<file path="config.mk">
export PLATFORM = sky130hd
export DESIGN_NAME = periph_obi_arbiter_flat
export DESIGN_NICKNAME = d
export VERILOG_FILES = /design/src/rtl/periph_obi_arbiter_pkg.sv /design/src/rtl/periph_obi_arbiter_if.sv /design/src/rtl/periph_arb_id_fifo.sv /design/src/rtl/periph_obi_arbiter.sv /design/src/flat_wrapper.sv
export SDC_FILE = /design/constraint.sdc
export NUM_CORES = 1
export LEC_CHECK = 0
export ABC_AREA = 1
export BUFFER_PORTS_ARGS = -buffer_cell sky130_fd_sc_hd__clkbuf_2
export CORE_AREA = 2 2 163 165
export CTS_CLUSTER_SIZE = 25
export DETAILED_ROUTE_END_ITERATION = 7
export DIE_AREA = 0 0 165 167
export PLACE_DENSITY = 0.43
export SYNTH_ARGS = -nofsm -noshare
export SYNTH_HDL_FRONTEND = slang
export SYNTH_SLANG_ARGS = --single-unit
</file>
<file path="constraint.sdc">
create_clock -name clk_i -period 3.4 [get_ports clk_i]
set_clock_uncertainty 0.1 [all_clocks]
set_input_delay 0.34 -clock clk_i [delete_from_list [all_inputs] [get_ports clk_i]]
set_output_delay 0.34 -clock clk_i [all_outputs]
set_load 0.02 [all_outputs]
</file>
<file path="src/rtl/periph_obi_arbiter_pkg.sv">
// Shared types and constants for the peripheral OBI arbiter.
package periph_obi_arbiter_pkg;

  localparam int PERIPH_ARB_MAX_OUTSTANDING = 2;

  typedef struct packed {
    logic        req;
    logic [31:0] addr;
    logic        we;
    logic [3:0]  be;
    logic [31:0] wdata;
  } obi_req_t;

  typedef struct packed {
    logic        gnt;
    logic        rvalid;
    logic [31:0] rdata;
  } obi_resp_t;

  typedef enum logic {
    ARB_IDLE   = 1'b0,
    ARB_LOCKED = 1'b1
  } arb_state_e;

endpackage

</file>
<file path="src/rtl/periph_obi_arbiter_if.sv">
// Bus bundle between the hart-side crossbar outputs, the arbiter and periph_system.
// The slave modport is the arbiter's view; the master modport is the environment's view.
interface periph_obi_arbiter_if
  import periph_obi_arbiter_pkg::*;
#(
  parameter int NHARTS = 3
);

  obi_req_t  [NHARTS-1:0] master_req_i;
  obi_resp_t [NHARTS-1:0] master_resp_o;
  obi_req_t               slave_req_o;
  obi_resp_t              slave_resp_i;
  logic                   protocol_err_o;

  modport slave (
    input  master_req_i,
    input  slave_resp_i,
    output master_resp_o,
    output slave_req_o,
    output protocol_err_o
  );

  modport master (
    output master_req_i,
    output slave_resp_i,
    input  master_resp_o,
    input  slave_req_o,
    input  protocol_err_o
  );

endinterface

</file>
<file path="src/rtl/periph_arb_id_fifo.sv">
// Owner-index FIFO: remembers which hart owns each granted-but-unanswered transaction.
module periph_arb_id_fifo #(
  parameter int WIDTH = 2,
  parameter int DEPTH = 2
) (
  input  logic             clk_i,
  input  logic             rst_ni,
  input  logic             push,
  input  logic             pop,
  input  logic [WIDTH-1:0] wdata,
  output logic [WIDTH-1:0] rdata,
  output logic             full,
  output logic             empty
);

  localparam int PTR_W = (DEPTH > 1) ? $clog2(DEPTH) : 1;
  localparam int CNT_W = $clog2(DEPTH + 1);

  logic [WIDTH-1:0] mem [DEPTH];
  logic [PTR_W-1:0] wr_ptr_q;
  logic [PTR_W-1:0] rd_ptr_q;
  logic [CNT_W-1:0] count_q;
  logic             do_push;
  logic             do_pop;

  function automatic logic [PTR_W-1:0] next_ptr(input logic [PTR_W-1:0] p);
    return (p == PTR_W'(DEPTH - 1)) ? '0 : p + PTR_W'(1);
  endfunction

  assign full    = (count_q == CNT_W'(DEPTH));
  assign empty   = (count_q == '0);
  // A push into a full FIFO is dropped even if a pop frees a slot this cycle.
  assign do_push = push && !full;
  assign do_pop  = pop && !empty;
  assign rdata   = mem[rd_ptr_q];

  // Pointer and occupancy bookkeeping.
  always_ff @(posedge clk_i or negedge rst_ni) begin
    if (!rst_ni) begin
      wr_ptr_q <= '0;
      rd_ptr_q <= '0;
      count_q  <= '0;
    end else begin
      if (do_push) wr_ptr_q <= next_ptr(wr_ptr_q);
      if (do_pop)  rd_ptr_q <= next_ptr(rd_ptr_q);
      case ({do_push, do_pop})
        2'b10:   count_q <= count_q + CNT_W'(1);
        2'b01:   count_q <= count_q - CNT_W'(1);
        default: count_q <= count_q;
      endcase
    end
  end

  // Storage needs no reset; entries are only read once written.
  always_ff @(posedge clk_i) begin
    if (do_push) mem[wr_ptr_q] <= wdata;
  end

endmodule

</file>
<file path="src/rtl/periph_obi_arbiter.sv">
// Round-robin OBI arbiter sharing the periph_system slave port among the harts.
// Request and response paths are purely combinational; only arbitration state is registered.
//
// state      | meaning
// -----------+-------------------------------------------------------------
// ARB_IDLE   | free round-robin selection each cycle
// ARB_LOCKED | request presented without gnt; selection pinned to lock_idx
module periph_obi_arbiter
  import periph_obi_arbiter_pkg::*;
#(
  parameter int NHARTS          = 3,
  parameter int MAX_OUTSTANDING = PERIPH_ARB_MAX_OUTSTANDING
) (
  input  logic                 clk_i,
  input  logic                 rst_ni,
  periph_obi_arbiter_if.slave  bus
);

  localparam int IDX_W = $clog2(NHARTS);

  arb_state_e             state_q, state_d;
  logic [IDX_W-1:0]       rr_ptr_q, rr_ptr_d;
  logic [IDX_W-1:0]       lock_idx_q, lock_idx_d;
  logic [IDX_W-1:0]       winner;
  logic [IDX_W-1:0]       sel_idx;
  logic [IDX_W-1:0]       head_idx;
  logic                   sel_req;
  logic                   handshake;
  logic                   pop;
  logic                   fifo_full;
  logic                   fifo_empty;
  obi_req_t               slave_req;
  obi_resp_t [NHARTS-1:0] master_resp;
  logic                   protocol_err;

  // Round-robin search: first requesting index at or after rr_ptr, with wrap-around.
  always_comb begin
    int  cand;
    logic found;
    winner = '0;
    found  = 1'b0;
    cand   = 0;
    for (int i = 0; i < NHARTS; i++) begin
      cand = int'(rr_ptr_q) + i;
      if (cand >= NHARTS) cand = cand - NHARTS;
      if (!found && bus.master_req_i[cand].req) begin
        found  = 1'b1;
        winner = IDX_W'(cand);
      end
    end
  end

  // Selection, request mux, issue gating and lock FSM next-state.
  always_comb begin
    state_d    = state_q;
    lock_idx_d = lock_idx_q;
    rr_ptr_d   = rr_ptr_q;
    slave_req  = '0;

    sel_idx = (state_q == ARB_LOCKED) ? lock_idx_q : winner;
    // Outputs are held quiet while reset is asserted.
    sel_req = rst_ni && bus.master_req_i[sel_idx].req;

    if (sel_req) begin
      slave_req.addr  = bus.master_req_i[sel_idx].addr;
      slave_req.we    = bus.master_req_i[sel_idx].we;
      slave_req.be    = bus.master_req_i[sel_idx].be;
      slave_req.wdata = bus.master_req_i[sel_idx].wdata;
    end
    slave_req.req = sel_req && !fifo_full;
    handshake     = slave_req.req && bus.slave_resp_i.gnt;

    case (state_q)
      ARB_IDLE: begin
        if (slave_req.req && !bus.slave_resp_i.gnt) begin
          state_d    = ARB_LOCKED;
          lock_idx_d = winner;
        end
      end
      ARB_LOCKED: begin
        // A dropped req is illegal OBI; abandon the lock rather than hang.
        if (!sel_req || handshake) state_d = ARB_IDLE;
      end
      default: state_d = ARB_IDLE;
    endcase

    if (handshake) begin
      rr_ptr_d = (sel_idx == IDX_W'(NHARTS - 1)) ? '0 : sel_idx + IDX_W'(1);
    end
  end

  // Arbitration state registers.
  always_ff @(posedge clk_i or negedge rst_ni) begin
    if (!rst_ni) begin
      state_q    <= ARB_IDLE;
      rr_ptr_q   <= '0;
      lock_idx_q <= '0;
    end else begin
      state_q    <= state_d;
      rr_ptr_q   <= rr_ptr_d;
      lock_idx_q <= lock_idx_d;
    end
  end

  // Grant routing and response demux by FIFO head; rdata goes to everyone.
  always_comb begin
    master_resp  = '0;
    pop          = rst_ni && bus.slave_resp_i.rvalid && !fifo_empty;
    protocol_err = rst_ni && bus.slave_resp_i.rvalid && fifo_empty;
    for (int i = 0; i < NHARTS; i++) begin
      master_resp[i].rdata  = bus.slave_resp_i.rdata;
      master_resp[i].gnt    = handshake && (sel_idx == IDX_W'(i));
      master_resp[i].rvalid = pop && (head_idx == IDX_W'(i));
    end
  end

  periph_arb_id_fifo #(
    .WIDTH (IDX_W),
    .DEPTH (MAX_OUTSTANDING)
  ) u_id_fifo (
    .clk_i  (clk_i),
    .rst_ni (rst_ni),
    .push   (handshake),
    .pop    (pop),
    .wdata  (sel_idx),
    .rdata  (head_idx),
    .full   (fifo_full),
    .empty  (fifo_empty)
  );

  assign bus.slave_req_o    = slave_req;
  assign bus.master_resp_o  = master_resp;
  assign bus.protocol_err_o = protocol_err;

endmodule

</file>
<file path="src/flat_wrapper.sv">
// flat-port wrapper written by rule: the top's interface ports become plain ports
module periph_obi_arbiter_flat import periph_obi_arbiter_pkg::*;
#(
  parameter int NHARTS          = 3,
  parameter int MAX_OUTSTANDING = PERIPH_ARB_MAX_OUTSTANDING
)
  (clk_i, rst_ni, bus_master_req_i, bus_slave_resp_i, bus_master_resp_o, bus_slave_req_o, bus_protocol_err_o);
  periph_obi_arbiter_if #(.NHARTS(NHARTS)) bus_i ();
  input  logic clk_i;
  input  logic rst_ni;
  input wire logic [$bits(bus_i.master_req_i)-1:0] bus_master_req_i;
  input wire logic [$bits(bus_i.slave_resp_i)-1:0] bus_slave_resp_i;
  output wire logic [$bits(bus_i.master_resp_o)-1:0] bus_master_resp_o;
  output wire logic [$bits(bus_i.slave_req_o)-1:0] bus_slave_req_o;
  output wire logic [$bits(bus_i.protocol_err_o)-1:0] bus_protocol_err_o;
  assign bus_i.master_req_i = bus_master_req_i;
  assign bus_i.slave_resp_i = bus_slave_resp_i;
  assign bus_master_resp_o = bus_i.master_resp_o;
  assign bus_slave_req_o = bus_i.slave_req_o;
  assign bus_protocol_err_o = bus_i.protocol_err_o;
  periph_obi_arbiter #(.NHARTS(NHARTS), .MAX_OUTSTANDING(MAX_OUTSTANDING)) u_core (.clk_i(clk_i), .rst_ni(rst_ni), .bus(bus_i));
endmodule
</file>
==> flow_metrics.py, run 1 <==
metrics = {
    "outcome": {
        "status": "completed",
    },
    "cts": {
        "clkLatencyLatePin_ns": 0.24,
        "htreeDepth": 1,
        "cts_max_path_buffers": 2,
        "cts_made_buffers": 3,
        "cts_root_buffer": "clkbuf_16",
        "cts_tree": "yes",
        "clock-sinks": 13,
        "path_clk_slew_ns": 0.05,
    },
    "global_routing": {
        "grt_pass1_vias": 4397,
        "antenna_found_initial": 0,
        "grt_use_total_pct": 11.7,
        "grt_max_degree": 39,
        "gr-total-overflow": 0,
        "grt_pass1_wl_mm": 25.1,
    },
    "route": {
        "viasPerCell": 4.18,
        "dr_total_vias": 4475,
        "drc_errors": 0,
        "wl_per_cell_um": 16.7,
        "routed_wl_mm": 17.8,
        "drtAntennaViolNets": 0,
        "dr.pass1.iters": 6,
        "drtIter0Drc": 186,
    },
    "floorplanning": {
        "start_util_pct": 12.6,
        "dieArea_um2": 27600,
        "rows": 59,
        "die_w_um": 165,
        "die_y_um": 167,
        "core_area_um2": 25800,
        "ioPinCount": 419,
    },
    "timing": {
        "timing.fmax_ghz": 0.313,
        "slew_headroom_pct": 78.9,
        "setup-violations-final": 0,
        "fin_crit_ns": 3.20,
        "slew_violations": 0,
        "hold_ws_ns": 0.345,
        "min_period_over_period_pct": 94.0,
        "setup_ws_ns": 0.204,
        "hold_viol_final": 0,
        "worst_pin_slew_ns": 0.316,
    },
    "placed_design": {
        "dp_hpwl_mm": 14.5,
        "globalplace.congestion": 0.834,
        "placed_cells": 1057,
        "io_buffers": 290,
        "preCtsSetupSlack_ns": 0.196,
    },
    "synthesis": {
        "syn-num-nets": 802,
        "synth_edf_count": 4,
        "ys_ff_latch": 13,
        "synthFlopType": "dfrtp_1",
        "ys_seq_area_share_pct": 10.6,
        "yosysMostFrequentCell": "nand2_1",
        "synth_cell_types": 31,
        "synth_top_area_share_pct": 25.2,
        "ys_warn_count": 0,
        "synth_common_cells": "177 x nand2_1, 109 x buf_4, 86 x nand3_1",
        "synth_cells": 551,
        "syn_area_per_cell_um2": 5.90,
        "yosys-top-cells-area": "buf_4 25%, nand2_1 20%, a31oi_1 13%, nand3_1 13%, dfrtp_1 6.9%",
        "netlist_area_um2": 3250,
        "synth_top_area_cell": "buf_4",
        "synthArstFlopShare_pct": 69.2,
    },
    "power_and_ir_drop": {
        "ir_drop_v": 0.000513,
        "p_comb_share_pct": 91.7,
        "leakage_nw": 2.39,
        "clock_power_share_pct": 3.6,
        "p_per_area_nw_per_um2": 1320,
        "switching_share_pct": 62.4,
        "p_total_mw": 6.23,
        "seq_power_share_pct": 4.7,
        "power.switching_mw": 3.89,
        "internal-power_mw": 2.34,
    },
    "worst_setup_path": {
        "ff2ff_path_depth": 14,
        "path_delay_family": "buffers and inverters",
        "critPathKind": "flop to primary output",
        "r2r_start": "u_core.rr_ptr_q[0]",
        "path_max_fanout": 14,
        "crit_path_cell_trace": "inv_1 -> ha_4 -> o21ai_1 -> nand2_1 -> nand3b_1 -> nand3_1 -> nand2_2 -> inv_2 -> nor2_8 -> buf_4 -> buf_12 -> nand2_1 -> a31oi_1 -> clkbuf_2",
        "slowest_delay_ns": 0.43,
        "crit_slowest_cell": "dfrtp_2",
        "endpoint_kind": "primary output",
        "crit_top_cell": "nand2_1",
        "cp_data_arrival_time_ns": 2.76,
        "timing.critical_path.buf_inv": 5,
        "r2r_slack_ns": 0.56,
        "start_kind": "flop",
        "required_ns": 2.96,
        "reg2reg_to": "u_core.u_id_fifo.count_q[1]",
    },
    "min_path": {
        "worstHoldEndpoint": "u_core.u_id_fifo.wr_ptr_q",
        "hold-path-cell-count": 3,
        "worstHoldStart": "bus_slave_resp_i[33]",
        "hold_path.class": "primary input to flop",
    },
    "layout": {
        "final_cells": 1071,
        "final_nets": 988,
        "diodes": 0,
        "drive_gt1_share_pct": 46.6,
        "syn2layout_area_growth_pct": 45.0,
    },
    "job": {
        "drv_cap": 0,
    },
}
==> worst reg2reg max path, delay by kind of cell (launching register included) <==
| kind | cells | cell delay [ns] |
|---|---|---|
| xor+xnor | 1 | 0.15 |
| flops | 1 | 0.43 |
| simple gates | 5 | 0.62 |
| compound gates | 4 | 0.59 |
| buf+inv | 2 | 0.25 |
| fa+ha+maj | 2 | 0.58 |
==> routing by layer <==
layer	global-route usage, %	wire (um)	vias up	part of all wire, %
li1	-	-	2141	-
met1	14.5	7310	2033	41
met2	20.3	8650	269	48
met3	2.96	1590	32	8.9
met4	2.08	298	0	1.7
met5	0	0	-	0
==> flip-flops by register name (all words and copies together) (netlist names) <==
signal,count
u_core.u_id_fifo.mem,4
u_core.lock_idx_q,2
u_core.u_id_fifo.rd_ptr_q,1
u_core.u_id_fifo.count_q,2
u_core.rr_ptr_q,2
u_core.state_q,1
u_core.u_id_fifo.wr_ptr_q,1
==> power by group through the flow <==
stage | Combinational, mW | Clock [mW] | Sequential (mW)
2_1_floorplan | 3.58 | 0 | 0.275
3_3_place_gp | 5.19 | 0 | 0.288
3_5_place_dp | 5.17 | 0 | 0.287
4_1_cts | 5.21 | 0.227 | 0.286
5_1_grt | 6.21 | 0.236 | 0.302
6_report | 5.72 | 0.223 | 0.292
==> logic make-up (layout without fill, tap and decap cells) <==
group,Yosys count,count (layout),synth area share [%]
flops,13,13,10.6
compound gates,76,76,14.5
mux,1,1,0.308
fa+ha+maj,5,5,1.93
buf+inv,157,342,31.9
xor+xnor,3,3,0.809
simple gates,296,296,39.9
==> timing repair <==
action / 4_1_cts / 5_1_grt
endpoints found under the hold margin: 9 / 0
cloned: 0 / 4
setup buffers: 0 / 5
hold buffers: 1 / 0
pin swaps: 0 / 2
setup endpoints to repair: 7 / 73
gates resized for setup: 3 / 41
==> cell type report <==
| class | instances | area (um^2) |
|---|---|---|
| multi-input cells | 381 | 1960 |
| fillers | 3009 | 21100 |
| repair buffers | 314 | 1820 |
| well taps | 335 | 419 |
| inverters | 24 | 91.3 |
| clock buffers | 4 | 78.8 |
| flip-flops and latches | 13 | 347 |
==> cells in the final DEF, fill, tap and decap left out, types with 2 or more instances in the layout <==
master / count
nor3_1: 2
nand2_1: 176
or2_2: 2
buf_4: 18
clkbuf_16: 6
buf_2: 4
buf_12: 7
buf_6: 3
nand2_2: 4
clkbuf_2: 277
inv_2: 5
ha_1: 3
inv_1: 17
edfxtp_1: 4
o21ai_0: 2
xor2_1: 2
nand4_1: 10
dfrtp_1: 8
a31oi_1: 63
nor2_1: 10
ha_4: 2
o21ai_1: 2
a31oi_2: 7
nand3_1: 86
==> per-stage QoR <==
step	TNS, ns	area (um^2)	util (%)
after floorplan	0	3250	-
after global placement	0	4360	16.9
after detailed placement	0	4360	16.9
after CTS	0	4460	17.3
after global routing	-0.0319	4710	18.3
final	0	4710	18.3
==> worst max-delay path by stage <==
stage	startpoint	end	slack (ns)	cells past startpoint
after floorplan	u_core.rr_ptr_q[0]	bus_slave_req_o[11]	0.64	13
after global placement	u_core.rr_ptr_q[0]	bus_slave_req_o[37]	0.25	15
after detailed placement	u_core.rr_ptr_q[0]	bus_slave_req_o[37]	0.20	13
after CTS	u_core.rr_ptr_q[0]	bus_slave_req_o[21]	0.01	11
after global routing	u_core.rr_ptr_q[0]	bus_slave_req_o[34]	-0.006	15
final	u_core.rr_ptr_q[0]	bus_slave_req_o[18]	0.20	14
Power figures use the tool's default switching activity.
==> run 2, diff against run 1 <==
- GPL_TIMING_DRIVEN: default -> 0
==> run 2 against run 1 <==
Compared with the run above:
- register-to-register slack lost 0.15 ns
- first-iteration DRC count shrank 1.1%
- critical endpoint is now bus_slave_req_o[48]
- combinational power grew 15%
- worst setup slack lost 0.053 ns
- sequential cell count is the same
- critical path type unchanged
- clock-buffer cell count is the same
- sequential share of layout area shrank 1.7 points
- sequential power shrank 2%
- die area is the same
==> flow_metrics.py, run 2 (same netlist as run 1, synthesis figures left out) <==
metrics = {
    "floorplanning": {
        "dieArea_um2": 27600,
        "rows": 59,
        "core_area_um2": 25800,
        "ioPinCount": 419,
        "start_util_pct": 12.6,
        "die_y_um": 167,
        "die_w_um": 165,
    },
    "worst_setup_path": {
        "required_ns": 2.96,
        "cp-startpoint": "u_core.rr_ptr_q[0]",
        "endpoint_kind": "primary output",
        "r2r_start": "u_core.rr_ptr_q[0]",
        "start_kind": "flop",
        "reg2reg_to": "u_core.u_id_fifo.count_q[1]",
        "critPathKind": "flop to primary output",
        "cp_data_arrival_time_ns": 2.81,
        "path_max_fanout": 10,
        "ff2ff_path_depth": 14,
        "r2r_slack_ns": 0.41,
    },
    "layout": {
        "largest_register_ffs": 4,
        "drive_gt1_share_pct": 58.7,
        "final_nets": 1199,
        "final_core_util_pct": 23.7,
        "regMostFlops": "u_core.u_id_fifo.mem",
        "mostFrequentLayoutCell": "clkbuf_2",
        "design_area_um2": 6110,
        "regArea_um2": 345,
        "multi_input_area_um2": 1980,
        "fillCellCount": 3007,
        "diodes": 0,
        "syn2layout_area_growth_pct": 87.9,
        "final_cell_mix": "353 x clkbuf_2, 176 x nand2_1, 125 x buf_4",
    },
    "timing": {
        "hold_ws_ns": 0.341,
        "hold_viol_final": 0,
        "timing.fmax_ghz": 0.308,
        "worst_pin_slew_ns": 0.296,
        "slew_violations": 0,
        "setup-violations-final": 0,
        "setup_ws_ns": 0.151,
        "fin_crit_ns": 3.25,
        "min_period_over_period_pct": 95.6,
        "setup-tns-final_ns": 0,
        "slew_headroom_pct": 80.3,
    },
    "route": {
        "dr.pass1.iters": 4,
        "routed_wl_mm": 21.3,
        "drtAntennaViolNets": 0,
        "drtIter0Drc": 184,
        "wl_per_cell_um": 16.6,
        "dr_total_vias": 5162,
        "drc_errors": 0,
        "viasPerCell": 4.03,
    },
    "global_routing": {
        "grt_pass1_wl_mm": 30.2,
        "grt_use_total_pct": 14.3,
        "grt_max_degree": 13,
        "grt_pass1_vias": 5045,
        "gr-total-overflow": 0,
        "antenna_found_initial": 0,
    },
    "cts": {
        "cts_max_path_buffers": 2,
        "cts_root_buffer": "clkbuf_16",
        "htreeDepth": 1,
        "cts_made_buffers": 3,
        "path_clk_slew_ns": 0.05,
        "clock-sinks": 13,
        "cts_tree": "yes",
        "clkLatencyLatePin_ns": 0.24,
    },
    "min_path": {
        "worstHoldEndpoint": "u_core.u_id_fifo.wr_ptr_q",
        "worstHoldStart": "bus_slave_resp_i[33]",
        "hold-path-cell-count": 3,
        "hold_path.class": "primary input to flop",
    },
    "power_and_ir_drop": {
        "switching_share_pct": 61.3,
        "seq_power_share_pct": 4.1,
        "power.switching_mw": 4.32,
        "p_comb_share_pct": 92.9,
        "ir_drop_v": 0.000364,
        "p_per_area_nw_per_um2": 1150,
        "clock_power_share_pct": 3.1,
        "leakage_nw": 3.34,
        "internal-power_mw": 2.73,
    },
    "outcome": {
        "status": "completed",
    },
    "placed_design": {
        "preCtsSetupSlack_ns": -0.117,
        "dp_hpwl_mm": 18.4,
        "globalplace.congestion": 0.826,
        "place_area_um2": 5600,
        "io_buffers": 386,
    },
    "job": {
        "drv_cap": 0,
    },
}
run 2: layer usage:
layer  vias up  wire length, um  track usage [%]
li1       2564                -                -
met1      2349             8830             18.0
met2       236            10800             25.7
met3        13             1490             2.74
met4         0              175             1.66
met5         -                0                0
run 2: area by class of cell:
type                       count  area share, %
tap                          335           6.86
buffer                       133           18.1
clock buffer                   4           1.29
inverter                      24           1.60
sequential                    13           5.66
multi-input combinational    381           32.5
timing repair buffer         392           34.0
run 2: worst max-delay path by stage:
stage / endpoint / slack, ns / cells after the start
detailed placement: bus_slave_req_o[48] / -0.12 / 15
global route: bus_slave_req_o[54] / -0.02 / 14
finish: bus_slave_req_o[48] / 0.15 / 16
global placement: bus_slave_req_o[48] / -0.15 / 15
CTS: bus_slave_req_o[19] / 0.01 / 16
floorplan: bus_slave_req_o[11] / 0.64 / 13
run 2: what timing repair did:
action / CTS / global route
gates resized for setup: 42 / 91
endpoints found under the hold margin: 9 / 0
buffers inserted: 3 / 2
pin swaps: 2 / 8
endpoints found under the setup margin: 72 / 74
hold buffers: 1 / 0
run 2: power by group through the flow:
| stage | combinational [mW] | clock (mW) | sequential (mW) |
|---|---|---|---|
| after floorplan | 3.58 | 0 | 0.275 |
| after global placement | 5.82 | 0 | 0.289 |
| after detailed placement | 5.80 | 0 | 0.287 |
| after CTS | 6.24 | 0.222 | 0.286 |
| after global routing | 7.13 | 0.232 | 0.294 |
| final | 6.55 | 0.217 | 0.286 |
run 2: through the flow:
step / instances / total power [mW]
floorplan: 551 / 3.85
global placement: 1272 / 6.11
global route: 1282 / 7.66
detailed placement: 1272 / 6.08
finish: 1282 / 7.05
CTS: 1280 / 6.75
run 2: critical path, stage by stage, from the launching register on:
cell and delay (ns):
dfrtp_1 0.40, buf_4 0.15, ha_2 0.22, o21ai_1 0.17
nand2_2 0.11, nand3_1 0.11, nand2_1 0.06, clkinv_1 0.06
nand3_2 0.10, nand2_4 0.12, buf_8 0.16, nand2_2 0.10
inv_8 0.13, buf_8 0.16, nand2_1 0.11, a31oi_4 0.23
clkbuf_8 0.18
==> run 3, diff against run 2 <==
- ABC_AREA: 1 -> default
- CORE_AREA: 2 2 163 165 -> 2 2 165 167
- DIE_AREA: 0 0 165 167 -> 0 0 167 169
- PLACE_DENSITY: 0.43 -> 0.45
==> run 3 against run 2 <==
Compared with the run above:
- clock power is 2% higher
- utilization rose by 1.7 points
- combinational power is 36% lower
- critical endpoint is now bus_slave_req_o[1]
- hold slack worse by 0.11 ns
- cell area grew 10%
- sequential power shrank 5%
==> flow_metrics.py, run 3 <==
metrics = {
    "synthesis": {
        "synth_cells": 599,
        "yosys-top-cells-area": "buf_4 20%, a21boi_0 13%, and3_1 11%, a21oi_1 9.0%, nand3_1 8.9%",
        "synthFlopType": "dfrtp_1",
        "netlist_area_um2": 3990,
        "synth_common_cells": "104 x buf_4, 72 x a21oi_1, 71 x nand3_1",
        "syn-num-nets": 850,
        "yosysMostFrequentCell": "buf_4",
        "ys_ff_latch": 13,
        "synth_top_area_cell": "buf_4",
        "synth_edf_count": 4,
        "ys_warn_count": 0,
        "syn_area_per_cell_um2": 6.66,
        "synth_cell_types": 46,
        "synthArstFlopShare_pct": 69.2,
        "ys_seq_area_share_pct": 8.66,
        "synth_top_area_share_pct": 19.6,
    },
    "layout": {
        "final_nets": 1253,
        "diodes": 0,
        "mostFrequentLayoutCell": "clkbuf_2",
        "final_cells": 1342,
        "drive_gt1_share_pct": 56.0,
        "final_core_util_pct": 25.4,
        "syn2layout_area_growth_pct": 68.9,
        "final_cell_mix": "382 x clkbuf_2, 111 x buf_4, 71 x nand3_1",
        "design_area_um2": 6740,
        "regMostFlops": "u_core.u_id_fifo.mem",
        "largest_register_ffs": 4,
    },
    "min_path": {
        "hold_path.class": "primary input to flop",
        "hold-path-cell-count": 2,
        "worstHoldEndpoint": "u_core.state_q",
        "worstHoldStart": "bus_slave_resp_i[33]",
    },
    "timing": {
        "setup_ws_ns": 0.112,
        "hold_ws_ns": 0.230,
        "slew_violations": 0,
        "timing.fmax_ghz": 0.304,
        "setup-violations-final": 0,
        "fin_crit_ns": 3.29,
        "hold_viol_final": 0,
        "worst_pin_slew_ns": 0.873,
        "setup-tns-final_ns": 0,
        "slew_headroom_pct": 41.8,
        "min_period_over_period_pct": 96.7,
    },
    "placed_design": {
        "place_area_um2": 6350,
        "io_buffers": 386,
        "globalplace.congestion": 0.818,
        "preCtsSetupSlack_ns": -0.402,
        "dp_hpwl_mm": 19.0,
        "placed_cells": 1326,
    },
    "worst_setup_path": {
        "path_max_fanout": 10,
        "cp_data_arrival_time_ns": 2.85,
        "r2r_start": "u_core.rr_ptr_q[0]",
        "start_kind": "flop",
        "r2r_slack_ns": 0.45,
        "ff2ff_path_depth": 11,
        "endpoint_kind": "primary output",
        "critPathKind": "flop to primary output",
        "required_ns": 2.96,
        "reg2reg_to": "u_core.u_id_fifo.count_q[1]",
    },
    "power_and_ir_drop": {
        "leakage_nw": 3.56,
        "p_total_mw": 4.68,
        "ir_drop_v": 0.000282,
        "p_per_area_nw_per_um2": 694,
    },
    "global_routing": {
        "grt_max_degree": 15,
        "gr-total-overflow": 0,
        "antenna_found_initial": 0,
        "grt_pass1_vias": 5607,
        "grt_use_total_pct": 15.2,
        "grt_pass1_wl_mm": 33.5,
    },
    "cts": {
        "cts_made_buffers": 3,
        "cts_max_path_buffers": 2,
        "path_clk_slew_ns": 0.05,
        "htreeDepth": 1,
        "clkLatencyLatePin_ns": 0.24,
        "clock-sinks": 13,
        "cts_tree": "yes",
        "cts_root_buffer": "clkbuf_16",
    },
    "floorplanning": {
        "rows": 60,
        "die_w_um": 167,
        "dieArea_um2": 28200,
        "core_area_um2": 26500,
        "start_util_pct": 15.1,
        "die_y_um": 169,
        "ioPinCount": 419,
    },
    "outcome": {
        "status": "completed",
    },
    "route": {
        "wl_per_cell_um": 17.5,
        "drc_errors": 0,
        "viasPerCell": 4.26,
        "routed_wl_mm": 23.4,
        "dr.pass1.iters": 4,
        "drtIter0Drc": 229,
        "drtAntennaViolNets": 0,
        "dr_total_vias": 5716,
    },
    "job": {
        "drv_cap": 0,
    },
}
[run 3: cell types whose count changed after synthesis, sizes merged, moves of 37 or more]
cell / change
nand2: -174
a21oi: +70
a21boi: +69
a31oi: -69
and3: +69
o21ai: +69
clkbuf: +37
[run 3: worst max-delay path, stage by stage (launching register included)]
cell      delay [ns]
dfrtp_1         0.40
inv_1           0.11
ha_4            0.29
nor2b_1         0.16
o21ai_2         0.11
a2111o_1        0.47
clkbuf_2        0.26
a21boi_0        0.27
o21ai_1         0.16
a21oi_1         0.18
clkbuf_2        0.20
[run 3: how the worst max path moves through the flow]
stage                                        end               start  slack (ns)  depth (start not counted)
after CTS                    bus_slave_req_o[42]  u_core.rr_ptr_q[1]       0.006                         12
after detailed placement      bus_slave_req_o[2]  u_core.rr_ptr_q[0]       -0.40                         10
after global routing          bus_slave_req_o[6]  u_core.rr_ptr_q[0]       -0.02                         10
final                         bus_slave_req_o[1]  u_core.rr_ptr_q[0]        0.11                         10
after floorplan           bus_master_resp_o[101]  u_core.rr_ptr_q[0]        0.51                          8
after global placement        bus_slave_req_o[0]  u_core.rr_ptr_q[0]       -0.38                         10
[run 3: layer usage]
metal	vias up	GRT usage [%]	wire (um)
met5	-	0	0
met4	0	1.69	227
met3	16	2.15	1490
met2	248	27.2	11700
met1	2596	19.9	10100
li1	2856	-	-
[run 3: kinds of logic after synthesis]
family	after synthesis	share of synthesized area [%]
multiplexers	3	0.753
XOR/XNOR	5	1.10
adder cells (fa/ha/maj)	5	1.57
AND/OR/NAND/NOR	179	25.6
AO/OA/AOI/OAI	227	35.3
buffers and inverters	167	27.1
flip-flops	13	8.66
[run 3: area by class of cell]
cell class | count | area (um^2)
fill | 3043 | 19800
buffer | 157 | 1120
timing repair buffer | 398 | 2090
inverter | 10 | 37.5
tap | 341 | 427
sequential | 13 | 345
multi-input combinational | 419 | 2640
clock buffer | 4 | 78.8
[run 3: timing repair]
item                       CTS  global route
pin swaps                    7             8
setup endpoints to repair   72            71
setup buffers                3             8
hold buffers                 1             0
gates resized for setup     21            79
hold endpoints to repair     9             0
[run 3: where the power goes]
group	switching, mW	leakage [nW]	internal, mW
combinational	2.59	3.37	1.59
sequential	0.0465	0.150	0.225
clock	0.0642	0.0382	0.158
total	2.70	3.56	1.97
